## config.mk

```make
export PLATFORM = sky130hd
export DESIGN_NAME = timer_bank
export DESIGN_NICKNAME = d
export VERILOG_FILES = /design/src/rtl/timer_bank.sv
export SDC_FILE = /design/constraint.sdc
export NUM_CORES = 1
export LEC_CHECK = 0
export BUFFER_PORTS_ARGS = -buffer_cell sky130_fd_sc_hd__buf_2
export CAP_MARGIN = 5
export CELL_PAD_IN_SITES_DETAIL_PLACEMENT = 1
export CELL_PAD_IN_SITES_GLOBAL_PLACEMENT = 1
export CORE_MARGIN = 4
export CORE_UTILIZATION = 40
export CTS_BUF_LIST = sky130_fd_sc_hd__clkbuf_4 sky130_fd_sc_hd__clkbuf_8
export DETAILED_ROUTE_END_ITERATION = 7
export PLACE_DENSITY = 0.77
export SYNTH_ARGS = -nofsm -noshare
export SYNTH_HDL_FRONTEND = slang
export SYNTH_SLANG_ARGS = --single-unit
```

## constraint.sdc

```tcl
create_clock -name i_Clock -period 9.2 [get_ports i_Clock]
set_input_delay 0.46 -clock i_Clock [delete_from_list [all_inputs] [get_ports i_Clock]]
set_output_delay 0.46 -clock i_Clock [all_outputs]
set_load 0.02 [all_outputs]
```

## src/rtl/timer_bank.sv

```systemverilog
// Multi-channel interval timer bank: shared prescaled tick, per-channel IDLE/RUN/PAUSE/DONE FSM.
// Define TIMER_TICK_BYPASS_EN to drop the prescaler so every clock is a tick.
module timer_bank #(
  parameter int WIDTH    = 12,
  parameter int NUM_CH   = 2,
  parameter int PRESCALE = 25000,
  parameter int PS_W     = 15
) (
  input  logic                      i_Clock,
  input  logic                      i_Reset,
  input  logic [NUM_CH-1:0]         i_Start,
  input  logic [NUM_CH-1:0]         i_Stop,
  input  logic [NUM_CH-1:0]         i_Clear,
  input  logic [NUM_CH-1:0]         i_Reload,
  input  logic [NUM_CH*WIDTH-1:0]   i_Limit,
  output logic [NUM_CH*WIDTH-1:0]   o_Count,
  output logic [NUM_CH-1:0]         o_Running,
  output logic [NUM_CH-1:0]         o_Expired,
  output logic [NUM_CH-1:0]         o_Done,
  output logic                      o_Tick
);

  typedef enum logic [1:0] {S_IDLE, S_RUN, S_PAUSE, S_DONE} state_t;

  logic r_tick;
  logic w_tick;

`ifdef TIMER_TICK_BYPASS_EN
  always_ff @(posedge i_Clock or negedge i_Reset) begin
    if (!i_Reset) r_tick <= 1'b0;
    else          r_tick <= 1'b1;
  end
  assign w_tick = 1'b1;
`else
  logic [PS_W-1:0] r_ps;
  logic            w_ps_wrap;

  assign w_ps_wrap = (r_ps == PS_W'(PRESCALE - 1));

  always_ff @(posedge i_Clock or negedge i_Reset) begin
    if (!i_Reset) begin
      r_ps   <= '0;
      r_tick <= 1'b0;
    end else begin
      r_ps   <= w_ps_wrap ? '0 : r_ps + 1'b1;
      r_tick <= w_ps_wrap;
    end
  end
  assign w_tick = r_tick;
`endif

  assign o_Tick = r_tick;

  genvar k;
  generate
    for (k = 0; k < NUM_CH; k++) begin : g_ch
      state_t           r_state, w_state_nx;
      logic [WIDTH-1:0] r_count, w_count_nx;
      logic [WIDTH-1:0] r_limit, w_limit_nx;
      logic             r_mode, w_mode_nx;
      logic             r_exp, w_exp_nx;
      logic             w_last;

      // Limit 0 expires on the first tick; otherwise expire on the tick that would reach the limit.
      assign w_last = (r_limit == '0) || (r_count == r_limit - 1'b1);

      always_comb begin
        w_state_nx = r_state;
        w_count_nx = r_count;
        w_limit_nx = r_limit;
        w_mode_nx  = r_mode;
        w_exp_nx   = 1'b0;
        if (i_Clear[k]) begin
          w_state_nx = S_IDLE;
          w_count_nx = '0;
        end else if (i_Stop[k] && (r_state == S_RUN)) begin
          w_state_nx = S_PAUSE;
        end else if (i_Start[k] && (r_state != S_RUN)) begin
          w_state_nx = S_RUN;
          if (r_state != S_PAUSE) begin
            w_limit_nx = i_Limit[k*WIDTH +: WIDTH];
            w_mode_nx  = i_Reload[k];
            w_count_nx = '0;
          end
        end else if ((r_state == S_RUN) && w_tick) begin
          if (w_last) begin
            w_exp_nx = 1'b1;
            if (r_mode) begin
              w_count_nx = '0;
            end else begin
              w_count_nx = r_limit;
              w_state_nx = S_DONE;
            end
          end else begin
            w_count_nx = r_count + 1'b1;
          end
        end
      end

      always_ff @(posedge i_Clock or negedge i_Reset) begin
        if (!i_Reset) begin
          r_state <= S_IDLE;
          r_count <= '0;
          r_limit <= '0;
          r_mode  <= 1'b0;
          r_exp   <= 1'b0;
        end else begin
          r_state <= w_state_nx;
          r_count <= w_count_nx;
          r_limit <= w_limit_nx;
          r_mode  <= w_mode_nx;
          r_exp   <= w_exp_nx;
        end
      end

      assign o_Count[k*WIDTH +: WIDTH] = r_count;
      assign o_Running[k]              = (r_state == S_RUN);
      assign o_Done[k]                 = (r_state == S_DONE);
      assign o_Expired[k]              = r_exp;
    end
  endgenerate

endmodule

```

-- Word-level counts from Yosys, hierarchy flattened
Cells that the tools add are included.
- flip-flop bits (word level): 72
- latch bits: 0
- RAM bits: 0
- memory bits (read-only): 0
- bits of input ports: 34
- output and inout bits: 31
- word-level logic and storage cells: 97
- memories kept: 0
- add/sub/neg operators: 5
- $mul: 0
- div/mod/pow operators: 0
- magnitude comparators: 0
- eq/ne operators: 17
- shift-type cells: 0
- multiplexer cells: 37
- bitwise logic cells: 4
- reduce and logical (&&, ||, !) cells: 22
- operator list (kind ; number):
    $mux W12 ; 14
    $add A12 B1 Y12 const B ; 2
    $eq A12 B12 Y1 ; 2
    $logic_not A12 Y1 ; 2
    $mux W2 ; 12
    $sub A12 B1 Y12 const B ; 2
    $reduce_bool A4 Y1 ; 4
    $add A15 B1 Y15 const B ; 1
    $eq A15 B15 Y1 const B ; 1
    $mux W15 ; 1
    $reduce_and A3 Y1 ; 4
    $mux W1 ; 10
    $ne A2 B2 Y1 const B ; 4
    $ne A4 B2 Y1 const B ; 2
    $reduce_and A4 Y1 ; 2
    $logic_and A1 B1 Y1 ; 6
    $ne A3 B2 Y1 const B ; 2
    $reduce_bool A3 Y1 ; 2
    $eq A2 B1 Y1 const B ; 2
    $eq A2 B2 Y1 const B ; 2
    $ne A2 B1 Y1 const B ; 2
    $not A1 Y1 ; 4
    $logic_or A1 B1 Y1 ; 2

-- Logic depth before layout (Yosys ltp)
Gate-level depths: netlist (run 1).
- depth after elaboration: 8
- gate-level depth with buffers: 12
- depth with buffers taken out: 9

-- Worst setup path before layout (run 1)
Ideal clock, no wire load.
- path kind: register to register
- from: reg g_ch[1].r_limit[0]
- to: reg g_ch[1].r_count[10]
- library setup time: 69 ps
- data arrival time: 2861 ps
- data required time: 9131 ps
- slack: 6270 ps
- cell stages (with the launch flop): 11
- buffers on the path: 1
- period minus slack after synthesis: 2930 ps
- cell sequence: dfrtp_1 inv_1 ha_1 clkbuf_1 nor4b_1 nand3b_1 xnor2_1 nor4b_1 o221ai_1 or4b_2 nand3_1
- longest elaborated chain between the ends: 8
- elaborated cells between the ends (all ways): 9
- those cells by class: add/sub: 1; eq/ne: 1; mux: 5; reduce/logical: 2
- ends and longest elaborated chain (what ; RTL line ; RTL):
    start: declaration ; 59 ; logic [WIDTH-1:0] r_limit, w_limit_nx;
    start signal: assignment ; 110 ; r_limit <= w_limit_nx;
    $sub A12 B1 Y12 ; 65 ; assign w_last = (r_limit == '0) || (r_count == r_limit - 1'b1);
    $eq A12 B12 Y1 ; 65 ;
    $logic_or A1 B1 Y1 * ; 65 ;
    $mux W12 * ; 86 ; if (w_last) begin
    $mux W12 * ; 85 ; end else if ((r_state == S_RUN) && w_tick) begin
    $mux W12 * ; 78 ; end else if (i_Start[k] && (r_state != S_RUN)) begin
    $mux W12 * ; 76 ; end else if (i_Stop[k] && (r_state == S_RUN)) begin
    $mux W12 * ; 73 ; if (i_Clear[k]) begin
    end signal: assignment ; 109 ; r_count <= w_count_nx;
    end: declaration ; 58 ; logic [WIDTH-1:0] r_count, w_count_nx;
Mark *: on every way between the ends. The rest lies on a longest branch, timed or not. The select of a mux whose other input is x is not followed.
A chain may end at the register's enable or synchronous reset.

-- Worst setup path after layout (run 1)
- from: reg g_ch[1].r_limit[0]
- to: reg g_ch[1].r_count[6]
Same word-level chain as after synthesis.

==> metrics.md, run 1 <==
| Metric | Value |
|---|---|
| Status | finished clean |
| Post-CTS Setup Bufs | 0 |
| DR pass1 iterations | 4 |
| Final hold viol count | 0 |
| Antenna diode instance count | 0 |
| Starting Density | 41.5% |
| Mapped Area | 0.00456 sq mm |
| Total GRT Usage | 19.2% |
| Site Rows | 38 |
| Worst path top cell family by delay | simple AND/OR/NAND/NOR gates |
| Critical path arrival | 4.06 ns |
| Largest net degree at the start of global routing | 73 |
| Via count | 3,972 |
| Number of synthesized flops with an enable pin | 0 |
| Net Switching | 0.258 mW |
| Post-Synthesis Mean Instance Area | 9.14 sq um |
| GP Congestion | 0.797 |
| CTS Buffer Depth | 2 |
| Initial antenna violation count | 0 |
| Clock Tree Root | clkbuf_8 |
| Total wire length | 12,300 um |
| Unrepaired setup endpoints after global routing | no |
| Most used cell, CP | nor4b_1 |
| Peak supply drop | 78.0 uV |
| Post-synthesis async set-or-reset flop share | 100% |
| Finished Cell Area | 0.00516 sq mm |
| Dpl hpwl | 8980 um |
| First-pass GRT wire length | 20,500 um |
| Comb pwr share | 19.4% |
| 1st-iter DRT viols | 154 |
| WS Path Type | flop to flop |
| Final nets | 587 |
| Reg2Reg Launch Point | g_ch[1].r_limit[0] |
| Upper clock frequency limit | 266 MHz |
| PortBufs | 64 |
| CP Cell Sequence | inv_1 > ha_1 > nor4b_1 > nand3b_1 > xnor2_1 > nor4b_1 > o221ai_2 > or4b_2 > nand3_1 |
| Antenna-violating nets left | 0 |
| Internal power | 0.557 mW |
| Leak | 2.21 nW |
| Ys flop type | dfrtp_1 |
| Vias per inst | 5.73 |
| CTS Buf Count | 9 |
| Hold/Removal Path Class | input pin to asynchronous set/reset pin |
| Layout cell share with drive strength beyond 1 | 22.6% |
| Setup TNS | 0 ns |
| Total die area | 0.0132 sq mm |
| Die width | 115 um |
| Area delta synth->final | 13.2% |
| Reg2reg end | g_ch[1].r_count[6] |
| Period utilization | 40.9% |
| Setup violators final | 0 |
| Max-cap viol count | 0 |
| Clock skew | 0.0118 ns |
| Buf/Inv on CP | 1 |
| Shortest period the worst path allows | 3.77 ns |
| CP Launch Type | flop |
| Worst-margin pin slew | 1.24 ns |
| Area of placed instances | 0.00496 sq mm |
| Clock Latency Late Sink | 0.35 ns |
| DR WL/cell | 17.7 um |
| Post-CTS sizing | 0 |
| CP Max Fanout | 25 |
| Place WS | 5.55 ns |
| Req. time, crit path | 9.49 ns |
| Core area | 0.0110 sq mm |
| Io pins | 65 |
| Sequential power share | 48.0% |
| Power per cell area | 158 mW/mm^2 |
| Gate Count Post-Synth | 499 |
| FF-to-FF path depth | 9 |
| Pins Over Slew Limit | 0 |
| Reg clk slew, reported paths | 0.08 ns |
| Final hold slack | 0.244 ns |
| Sequential fraction of the synthesis area | 39.5% |
| Post-synthesis net count | 538 |
| Die Y | 115 um |
| Slew headroom | 17.6% |
| Residual DRC count | 0 |
| Synth unique cells | 59 |
| Critical path endpoint category | flop |
| Clock power share | 32.5% |
| Final setup margin | 5.43 ns |
| Vias in the first global route | 4,220 |
| Peak per-stage delay on the critical path | 0.79 ns |
| Yosys warns | 0 |
| H-tree depth | 3 |
| Switch share | 31.6% |
| Reg2reg setup slack | 5.43 ns |
| Total Power | 0.815 mW |
| TritonCTS clock tree | built |
| Total clock sinks | 72 |
| Congestion Overflow GR | 0 |
| Synth Register Bits | 72 |
| Critical-path top delay cell | or4b_2 |
| Cts hold-fix bufs | 0 |
==> layer usage <==
metal / part of all wire (%) / GRT usage [%]
met4: 1.8 / 7.67
met2: 49 / 32.4
met3: 3.0 / 2.79
met1: 46 / 24.9
met5: 0 / 0
==> layout by cell type (no fill, tap or decap), types with 7 or more instances in the layout <==
master,netlist,layout
xnor2_1,24,24
dfrtp_1,72,72
a21oi_1,7,7
or3_1,11,11
clkbuf_8,0,11
o211ai_1,7,7
nor3_1,25,25
buf_2,4,63
nand3_1,34,34
inv_1,9,9
nor2b_1,7,7
nand4_1,8,8
nand2_1,53,53
a22oi_1,8,8
mux2_2,27,27
xor2_1,24,24
o21ai_0,10,10
nor2_1,47,47
==> stage by stage <==
step | util (%) | cells
global route | 47.0 | 693
global placement | 45.1 | 677
detailed placement | 45.1 | 677
finish | 47.0 | 693
CTS | 47.0 | 693
floorplan | - | 499
==> layout make-up <==
type	instances	area (sq um)
fillers	1306	5820
multi-input cells	388	2590
flip-flops and latches	72	1800
repair buffers	68	353
well taps	140	175
clock buffers	11	151
clock inverters	5	55.1
inverters	9	33.8
==> flip-flops by register name, indices dropped and copies added (netlist names) <==
| register | count |
|---|---|
| o_Tick | 1 |
| g_ch.r_count | 24 |
| g_ch.r_limit | 24 |
| r_ps | 15 |
| g_ch.r_exp | 2 |
| g_ch.r_mode | 2 |
| g_ch.r_state | 4 |
==> cells by family (layout without fill, tap and decap cells) <==
| logic type | count (synthesis) | count (layout) | synth area share, % |
|---|---|---|---|
| compound gates | 65 | 65 | 10.8 |
| fa+ha+maj | 5 | 5 | 1.37 |
| mux | 31 | 31 | 7.57 |
| simple gates | 238 | 238 | 27.3 |
| xor+xnor | 49 | 49 | 9.71 |
| flops | 72 | 72 | 39.5 |
| buf+inv | 39 | 93 | 3.81 |
==> cell usage after synthesis, types with 8 or more instances <==
cell | instances | area share [%]
nor2_1 | 47 | 3.9
clkbuf_1 | 21 | 1.7
nor3_1 | 25 | 2.7
xor2_1 | 24 | 4.6
or3_1 | 11 | 1.5
dfrtp_1 | 72 | 39
nand4_1 | 8 | 1.1
inv_1 | 9 | 0.74
a22oi_1 | 8 | 1.3
nand2_1 | 53 | 4.4
xnor2_1 | 24 | 4.6
o21ai_0 | 10 | 1.1
nand3_1 | 34 | 3.7
mux2_2 | 27 | 6.7
==> worst max-delay path by stage <==
stage                     cells after the start  slack (ns)               start                   to
after detailed placement                      9        5.55  g_ch[1].r_limit[0]   g_ch[1].r_count[6]
after CTS                                     9        5.49  g_ch[1].r_limit[0]   g_ch[1].r_count[6]
after floorplan                              10        6.27  g_ch[1].r_limit[0]  g_ch[1].r_count[10]
final                                         9        5.43  g_ch[1].r_limit[0]   g_ch[1].r_count[6]
after global placement                        9        5.80  g_ch[1].r_limit[0]   g_ch[1].r_count[6]
after global routing                          9        5.12  g_ch[1].r_limit[0]   g_ch[1].r_count[6]
==> power by group through the flow <==
stage / registers (mW) / clock network, mW / logic (mW)
2_1_floorplan: 0.375 / 0 / 0.126
3_3_place_gp: 0.395 / 0 / 0.149
3_5_place_dp: 0.397 / 0 / 0.158
4_1_cts: 0.391 / 0.272 / 0.160
5_1_grt: 0.397 / 0.289 / 0.175
6_report: 0.391 / 0.265 / 0.158
Power figures use the tool's default switching activity.
==> inputs of run 2 (changes only) <==
- ABC_AREA: default -> 1
- PLACE_DENSITY: 0.77 -> 0.81
- clock period: 9.2 -> 3.8 ns (I/O delays scaled with it)
==> run 2 against run 1 <==
Against the previous run: the run now ends with hold timing left; synthesized cell count grew 45%; routed wire length is 16% higher; worst hold slack got worse by 0.26 ns; worst setup slack worse by 4.0 ns; power grew to 3.0 times the previous value; clock power rose to 2.8 times the previous value; critical path depth is 3 higher; global-route usage is 1.6 points higher.
==> metrics.md, run 2 <==
| Metric | Value |
|---|---|
| Period utilization | 61.2% (+20 points) |
| Reg clk slew, reported paths | 0.09 ns (about the same) |
| Critical path arrival | 2.59 ns (-1.47 ns) |
| Final hold viol count | 29 (+29) |
| Sequential fraction of the synthesis area | 36.6% (-2.9 points) |
| Die width | 119 um (+3.6%) |
| Gate Count Post-Synth | 724 (+45%) |
| Ys flop type | dfrtp_1 |
| CP Max Fanout | 11 (-56%) |
| Uppermost layer routed | met4 |
| First-pass GRT wire length | 24,400 um (+19%) |
| PortBufs | 64 (unchanged) |
| Initial antenna violation count | 0 (unchanged) |
| Post-synthesis async set-or-reset flop share | 100% (unchanged) |
| Upper clock frequency limit | 430 MHz (+62%) |
| WS Path Type | flop to flop |
| Total wire length | 14,200 um (+16%) |
| Final nets | 821 (+40%) |
| Worst path top cell family by delay | simple AND/OR/NAND/NOR gates |
| Clock skew | 0.0193 ns (+0.00754 ns) |
| Req. time, crit path | 4.06 ns (-5.43 ns) |
| Number of synthesized flops with an enable pin | 0 (unchanged) |
| CP Launch Type | flop |
| Filler Cell Count | 1,626 (+25%) |
| Total clock sinks | 72 (unchanged) |
| Largest cells by area after synthesis | dfrtp_1 37%, nand2_1 16%, nand3_1 7.1%, nor2_1 6.8%, inv_1 6.5% |
| CTS Buffer Depth | 2 (unchanged) |
| Largest net degree at the start of global routing | 73 (unchanged) |
| Total die area | 0.0142 sq mm (+7.4%) |
| Slew headroom | 32.0% (+14 points) |
| Clock Latency Late Sink | 0.37 ns (+0.02 ns) |
| Shortest period the worst path allows | 2.33 ns (-1.44 ns) |
| Die Y | 119 um (+3.6%) |
| WL met1 | 6370 um (+13%) |
| Area leader, netlist | dfrtp_1 |
| Met3 routed WL | 413 um (+10%) |
| Top cells by count, synth | 215 x nand2_1, 89 x nor2_1, 85 x inv_1 |
| Clock Tree Root | clkbuf_8 |
| Dpl hpwl | 11,100 um (+24%) |
| Residual DRC count | 0 (unchanged) |
| Setup TNS | 0 ns (unchanged) |
| Post-CTS sizing | 0 (unchanged) |
| Post-CTS Setup Bufs | 0 (unchanged) |
| Post-synthesis net count | 763 (+42%) |
| Vias in the first global route | 5,199 (+23%) |
| Total Power | 2.42 mW (+200%) |
| Commonest non-fill, non-tap cell in the layout | nand2_1 |
| Status | finished with violations |
| Via count | 4,896 (+23%) |
| Leak | 2.97 nW (+35%) |
| H-tree depth | 3 (unchanged) |
| Worst-margin pin slew | 1.02 ns (-0.216 ns) |
| Share of the synthesized area in the top cell type | 36.6% (-2.9 points) |
| Buf/Inv on CP | 3 (+2) |
| Critical path endpoint category | flop |
| Commonest cells after routing, fill and taps aside | 215 x nand2_1, 89 x nor2_1, 85 x inv_1, 72 x dfrtp_1, 70 x nand3_1 |
| Vias per inst | 5.24 (-8.5%) |
| Site Rows | 40 (+5.3%) |
| CP Cell Sequence | inv_2 > ha_1 > nand2_2 > nor2_2 > nand4_1 > nand2_1 > inv_1 > nor2_1 > nand3_1 > nand2_2 > inv_2 > nor4_1 |
| TritonCTS clock tree | built |
| Synth Register Bits | 72 (unchanged) |
| DR pass1 iterations | 4 (unchanged) |
| Placed insts | 918 (+36%) |
| Top-count cell post-synth | nand2_1 |
| Peak supply drop | 220 uV (+180%) |
| Failing checks | hold timing |
| Post-route non-filler standard cell count | 934 (+35%) |
| Yosys warns | 0 (unchanged) |
| Layout cell share with drive strength beyond 1 | 14.1% (-8.5 points) |
| Core area | 0.0120 sq mm (+9.4%) |
| Total GRT Usage | 20.9% (+1.6 points) |
| Setup violators final | 0 (unchanged) |
| Peak per-stage delay on the critical path | 0.45 ns (-0.34 ns) |
| Unrepaired setup endpoints after global routing | no |
| Hold/Removal Path Class | input pin to asynchronous set/reset pin |
| Mapped Area | 0.00492 sq mm (+7.9%) |
| Post-Synthesis Mean Instance Area | 6.80 sq um (-26%) |
| DR WL/cell | 15.2 um (-14%) |
| Io pins | 65 (unchanged) |
| GP Congestion | 0.869 (+9.1%) |
| Final hold slack | -0.0189 ns (-0.263 ns) |
| Cts hold-fix bufs | 0 (unchanged) |
| Starting Density | 41.0% (-0.55 points) |
| Synth unique cells | 34 (-42%) |
| Power per cell area | 434 mW/mm^2 (+170%) |
| Area delta synth->final | 13.1% (about the same) |
| Met2 Routed Length | 7120 um (+17%) |
| Antenna-violating nets left | 0 (unchanged) |
| Pins Over Slew Limit | 0 (unchanged) |
| 1st-iter DRT viols | 287 (+86%) |
| Largest registers | g_ch.r_count: 24 flops, g_ch.r_limit: 24 flops, r_ps: 15 flops |
| Critical-path top delay cell | dfrtp_1 |
| Congestion Overflow GR | 0 (unchanged) |
| Antenna diode instance count | 0 (unchanged) |
| CTS Buf Count | 9 (unchanged) |
| Max-cap viol count | 0 (unchanged) |
| Utilization after layout | 46.4% (-0.66 points) |
## run 2: cells by family (layout without fill, tap and decap cells)
family                     after synthesis  in the layout  share of synthesized area (%)
and+or+nand+nor                        436            436                           39.4
buffers and inverters                  107            170                           8.97
DFF                                     72             72                           36.6
AOI/OAI and AO/OA                       66             66                           6.94
xor gates and xnor gates                37             37                           6.58
adders and majority gates                5              5                           1.27
muxes                                    1              1                          0.229
## run 2: final timing paths
path | from | endpoint | slack, ns | cells past startpoint
hold / removal | i_Reset | g_ch[0].r_count[4] | -0.02 | 1
hold reg to reg | r_ps[0] | r_ps[0] | 0.52 | 1
min in group i_Clock | i_Limit[20] | g_ch[1].r_limit[8] | 0.05 | 2
setup reg to reg | g_ch[1].r_limit[0] | g_ch[1].r_exp | 1.47 | 12
max in group asynchronous | i_Reset | r_ps[10] | 3.20 | 1
setup / recovery | g_ch[1].r_limit[0] | g_ch[1].r_exp | 1.47 | 12
## run 2: routing by layer
layer  vias up  global-route usage [%]
met2        82                    36.6
li1       2402                       -
met3        26                    3.23
met4         0                    7.53
met1      2386                    25.9
met5         -                       0
## run 2: final cells by class
class	count	area (sq um)	area share [%]
clock buffers	14	180	3.24
clock inverters	2	60.1	1.08
inverters	90	338	6.07
multi-input cells	545	2680	48.2
flip-flops and latches	72	1800	32.4
well taps	147	184	3.30
repair buffers	64	323	5.80
## run 2: through the flow
step / area, sq um / worst slack (ns)
final: 5570 / 1.47
after CTS: 5570 / 1.48
after floorplan: 4920 / 1.99
after global placement: 5330 / 1.56
after global routing: 5570 / 1.26
after detailed placement: 5330 / 1.53
## run 2: where the power goes
| group | switching (mW) | internal (mW) | total [mW] |
|---|---|---|---|
| clock | 0.302 | 0.439 | 0.741 |
| combinational | 0.441 | 0.225 | 0.666 |
| sequential | 0.141 | 0.867 | 1.01 |
| total | 0.884 | 1.53 | 2.42 |
